### src/rtl/jt49_multi_bus.sv
// Multi-PSG bus front end: decodes the AY-style bdir/bc1 bus, keeps readable register
// shadows, queues register writes toward the cores, and mixes the core outputs.
module jt49_multi_bus #(
    parameter int          CHIPS   = 2,
    parameter logic [3:0]  BASE_HI = 4'h0,
    parameter int          DEPTH   = 8,
    parameter int          MIX_W   = 16,
    localparam int         CW      = (CHIPS > 1) ? $clog2(CHIPS) : 1,
    localparam int         LW      = $clog2(DEPTH) + 1
) (
    input  logic                    clk,
    input  logic                    rst_n,
    input  logic                    bdir,
    input  logic                    bc1,
    input  logic [7:0]              din,
    output logic [7:0]              dout,
    output logic                    wr_valid,
    input  logic                    wr_ready,
    output logic [CW-1:0]           wr_chip,
    output logic [3:0]              wr_addr,
    output logic [7:0]              wr_data,
    output logic [LW-1:0]           level,
    output logic                    overflow,
    input  logic                    ovf_clr,
    input  logic [CHIPS-1:0]        mute,
    input  logic [CHIPS*10-1:0]     core_sound,
    input  logic                    sample,
    output logic signed [MIX_W-1:0] mix,
    output logic                    mix_valid
);

    localparam int AW  = $clog2(DEPTH);
    localparam int NSH = 1 << CW;
    localparam int EW  = CW + 12;

    logic [1:0]    phase;
    logic [3:0]    addr_r;
    logic [CW-1:0] chip_r;
    logic          addr_ok_r;
    logic          prev_wr;
    logic          write_edge;
    logic          wr_accept;
    logic [4:0]    hi_ext;
    logic [4:0]    lo_bound;
    logic [4:0]    hi_bound;

    assign phase      = {bdir, bc1};
    assign write_edge = (phase == 2'b10) && !prev_wr;
    assign wr_accept  = write_edge && addr_ok_r;
    assign hi_ext     = {1'b0, din[7:4]};
    assign lo_bound   = {1'b0, BASE_HI};
    assign hi_bound   = {1'b0, BASE_HI} + 5'(CHIPS);

    // Address latch and write-edge history; 5-bit compare keeps BASE_HI+CHIPS from wrapping
    always_ff @(posedge clk or negedge rst_n) begin
        if (!rst_n) begin
            addr_r    <= '0;
            chip_r    <= '0;
            addr_ok_r <= 1'b1;
            prev_wr   <= 1'b0;
        end else begin
            prev_wr <= (phase == 2'b10);
            if (phase == 2'b11) begin
                addr_r    <= din[3:0];
                chip_r    <= CW'(din[7:4] - BASE_HI);
                addr_ok_r <= (hi_ext >= lo_bound) && (hi_ext < hi_bound);
            end
        end
    end

    logic [7:0]      shadow [NSH*16];
    logic [CW+3:0]   sh_idx;
    assign sh_idx = {chip_r, addr_r};

    // Shadow is updated even when the FIFO drops the entry, so reads stay coherent
    always_ff @(posedge clk or negedge rst_n) begin
        if (!rst_n) begin
            for (int i = 0; i < NSH*16; i++) shadow[i] <= '0;
        end else if (wr_accept) begin
            shadow[sh_idx] <= din;
        end
    end

    always_ff @(posedge clk or negedge rst_n) begin
        if (!rst_n)
            dout <= 8'hFF;
        else if (phase == 2'b01)
            dout <= addr_ok_r ? shadow[sh_idx] : 8'hFF;
    end

    logic [EW-1:0] mem [DEPTH];
    logic [AW-1:0] wptr, rptr;
    logic          full, pop, push, drop;

    assign full     = (level == LW'(DEPTH));
    assign wr_valid = (level != '0);
    assign pop      = wr_valid && wr_ready;
    assign push     = wr_accept && (!full || pop);
    assign drop     = wr_accept && full && !pop;
    assign {wr_chip, wr_addr, wr_data} = mem[rptr];

    always_ff @(posedge clk) begin
        if (push) mem[wptr] <= {chip_r, addr_r, din};
    end

    always_ff @(posedge clk or negedge rst_n) begin
        if (!rst_n) begin
            wptr     <= '0;
            rptr     <= '0;
            level    <= '0;
            overflow <= 1'b0;
        end else begin
            if (push) wptr <= wptr + 1'b1;
            if (pop)  rptr <= rptr + 1'b1;
            case ({push, pop})
                2'b10:   level <= level + 1'b1;
                2'b01:   level <= level - 1'b1;
                default: level <= level;
            endcase
            if (ovf_clr)
                overflow <= 1'b0;
            else if (drop)
                overflow <= 1'b1;
        end
    end

    logic [11:0]      sum;
    logic [9:0]       s_i;
    logic [MIX_W-1:0] mix_next;

    // Cores are offset-binary around 10'h200; recentre, mute, and sum at 12 bits
    always_comb begin
        sum = '0;
        s_i = '0;
        for (int i = 0; i < CHIPS; i++) begin
            s_i = core_sound[10*i +: 10] - 10'h200;
            if (!mute[i]) sum = sum + {{2{s_i[9]}}, s_i};
        end
        mix_next = MIX_W'($signed(sum)) << (MIX_W - 12);
    end

    always_ff @(posedge clk or negedge rst_n) begin
        if (!rst_n) begin
            mix       <= '0;
            mix_valid <= 1'b0;
        end else begin
            mix_valid <= sample;
            if (sample) mix <= mix_next;
        end
    end

endmodule

### config.mk
export PLATFORM = sky130hd
export DESIGN_NAME = jt49_multi_bus
export DESIGN_NICKNAME = d
export VERILOG_FILES = /design/src/rtl/jt49_multi_bus.sv
export SDC_FILE = /design/constraint.sdc
export NUM_CORES = 1
export LEC_CHECK = 0
export CORE_MARGIN = 1
export CORE_UTILIZATION = 30
export CTS_BUF_LIST = sky130_fd_sc_hd__clkbuf_8
export DETAILED_ROUTE_END_ITERATION = 7
export HOLD_SLACK_MARGIN = 0.02
export SLEW_MARGIN = 5
export SYNTH_ARGS = -nofsm -noshare
export SYNTH_HDL_FRONTEND = slang
export SYNTH_SLANG_ARGS = --single-unit
### constraint.sdc
create_clock -name clk -period 3.73 [get_ports clk]
set_clock_uncertainty 0.05 [all_clocks]
set_input_delay 0.746 -clock clk [delete_from_list [all_inputs] [get_ports clk]]
set_output_delay 0.746 -clock clk [all_outputs]
set_load 0.005 [all_outputs]
==> flow_metrics.tcl <==
set metrics [dict create \
    outcome "finished with violations" \
    violations "design-rule violations" \
    core_area_um2 59400 \
    startpoint_type "register" \
    endpoint_kind "primary output" \
    num_rows 89 \
    cts_post_setup_buffers_inserted 0 \
    worstPathRequired_ns 2.93 \
    peakVddDrop_mv 0.210 \
    cp.arrival_ns 2.73 \
    drv_cap 0 \
    gp_congestion 0.802 \
    fin_crit_sh 0.946 \
    min_to "shadow[139]" \
    synth_cell_type_count 68 \
    clock_latency_ns 0.62 \
    cts_resized 0 \
    fin_ws_ns 0.202 \
    grt_max_degree 130 \
    avgSynthCellArea_um2 15.2 \
    ant_nets 0 \
    dp.cells 2035 \
    power_mw 10.7 \
    ys_ff_latch 399 \
    tightest_slew_ns 1.07 \
    track_usage 0.149 \
    synth_area_um2 18100 \
    layout.cells.non_filler 2157 \
    pin_count 81 \
    diodes 0 \
    final_util 0.359 \
    r2r_cells 6 \
    final_area_um2 21300 \
    path_class "reg2out" \
    hold_ws_ns 0.438 \
    die_h_um 248 \
    synthArstFlopShare 0.739 \
    power_density_nw_per_um2 504 \
    hold_depth 1 \
    rsz0062_at_grt "no" \
    yosysSeqAreaShare 0.581 \
    cts_hold_repair.buffers 1 \
    grt_pass1_vias 11300 \
    antenna_found_initial 0 \
    hold_violations 0 \
    grt_pass1_wl_um 68800 \
    post-dp-hpwl_um 28200 \
    syn_inst 1194 \
    setup_tns_ns 0 \
    routed_wl_um 44800 \
    place_area_um2 20000 \
    finish.net_count 1386 \
    period_minus_slack_ns 3.53 \
    cts_max_level 3 \
    yosysTopAreaCell "dfrtp_1" \
    cts_tree "done" \
    grt_remaining_overflow 0 \
    min_from "shadow[139]" \
    clockBufferDepth 3 \
    dieArea_um2 61300 \
    die_w_um 248 \
    hold_class "reg2reg" \
    yosys_warnings 0 \
    clockRootBuffer "clkbuf_8" \
    first_pass_iters 8 \
    numCtsBuffers 68 \
    port_buffers 76 \
    viasPerCell 5.04 \
    synthTopCellsByArea "dfrtp_1 40%, edfxtp_1 17%, mux2_2 17%" \
    reg2reg_from "addr_r[0]" \
    worstPathMaxFanout 8 \
    cts.sinks 399 \
    drt_iter0_drc 806 \
    layout_commonest_cell "dfrtp_1" \
    area_delta_synth_final_pct 17.8 \
    final_max_slew_viol_count 0 \
    drc 6 \
    clk_pin_slew_ns 0.06 \
    vias 10900 \
    power_leakage_nw 9.34 \
    relSlewSlack 0.286 \
    yosysTopAreaCellShare 0.396 \
    fillerInstances 5647 \
    finalSetupViolations 0 \
    max_freq_mhz 283 \
    synth_edf_count 104 \
    routedWlPerCell_um 20.8 \
    ys_dominant_reg_cell "dfrtp_1" \
    initial_core_util 0.305 \
    layout-drive-gt1-share 0.389 \
    r2r_slack_ns 0.84 \
    place_ws_ns 0.323 \
    rr_endpoint "dout[4]" \
    layout_common_cells "283 x dfrtp_1, 276 x mux2_2, 104 x edfxtp_1, 79 x clkbuf_8, 75 x clkdlybuf4s50_1" \
]
==> cells by family after synthesis <==
group / share of synthesized area
flops: 0.581
fa+ha+maj: 0.0119
buf+inv: 0.0243
mux: 0.283
other cells: 0.000207
simple gates: 0.0595
xor+xnor: 0.00436
compound gates: 0.0358
==> worst max-delay path by stage <==
stage / from / to / slack (ns)
6_report: rptr[0] / wr_addr[3] / 0.20
5_1_grt: rptr[0] / wr_chip / 0.07
4_1_cts: rptr[0] / wr_chip / 0.15
3_5_place_dp: mute[0] / mix[13] / 0.32
3_3_place_gp: mute[0] / mix[13] / 0.40
2_1_floorplan: bc1 / mem[1][0] / 0.79
==> report_power, final <==
| group | switching [mW] | internal [mW] | leakage [nW] | total (mW) |
|---|---|---|---|---|
| combinational | 0.852 | 1.09 | 3.63 | 1.95 |
| clock | 1.79 | 2.00 | 0.757 | 3.79 |
| sequential | 0.298 | 4.71 | 4.95 | 5.01 |
==> final cells by class <==
| class | instances | area [µm²] | share of cell area |
|---|---|---|---|
| Sequential cell | 399 | 10500 | 0.494 |
| Multi-Input combinational cell | 709 | 7160 | 0.336 |
| Timing Repair Buffer | 142 | 1310 | 0.0617 |
| Clock buffer | 79 | 1090 | 0.0510 |
| Tap cell | 773 | 967 | 0.0454 |
| Clock inverter | 42 | 210 | 0.00986 |
| Inverter | 13 | 48.8 | 0.00229 |
==> metal layers <==
layer	routed length [µm]	global-route usage	vias up
li1	-	-	4781
met1	21300	0.210	5770
met2	20600	0.230	253
met3	1940	0.0272	66
met4	931	0.0478	0
met5	0	0	-
==> critical path, stage by stage (launching register included) <==
cell	delay, ns
dfrtp_2	0.56
buf_4	0.29
mux4_2	0.53
mux2_2	0.29
clkdlybuf4s50_1	0.45
==> cell usage after synthesis (5+ instances only) <==
master	count
a22oi_1	6
a211oi_1	5
dfrtp_1	286
nor2b_1	16
inv_1	13
clkbuf_1	40
or3_1	7
a31oi_1	10
o21ai_0	12
nand2_1	46
nor4_1	6
a21oi_1	27
dfstp_2	9
xnor2_1	6
o22ai_1	7
and3_1	8
mux2i_1	41
nand2_2	10
ha_1	14
nand3_1	14
mux4_2	69
nand2b_1	6
nor2_1	34
mux2_2	276
buf_4	14
buf_2	18
edfxtp_1	104
nor3_1	8
==> sequential cells by signal, indices dropped and copies added (netlist names), 3 cells and up <==
signal / cells
shadow: 256
mix: 12
dout: 8
wptr: 3
mem: 104
rptr: 3
level: 4
addr_r: 4
(Power assumes the default switching activity.)
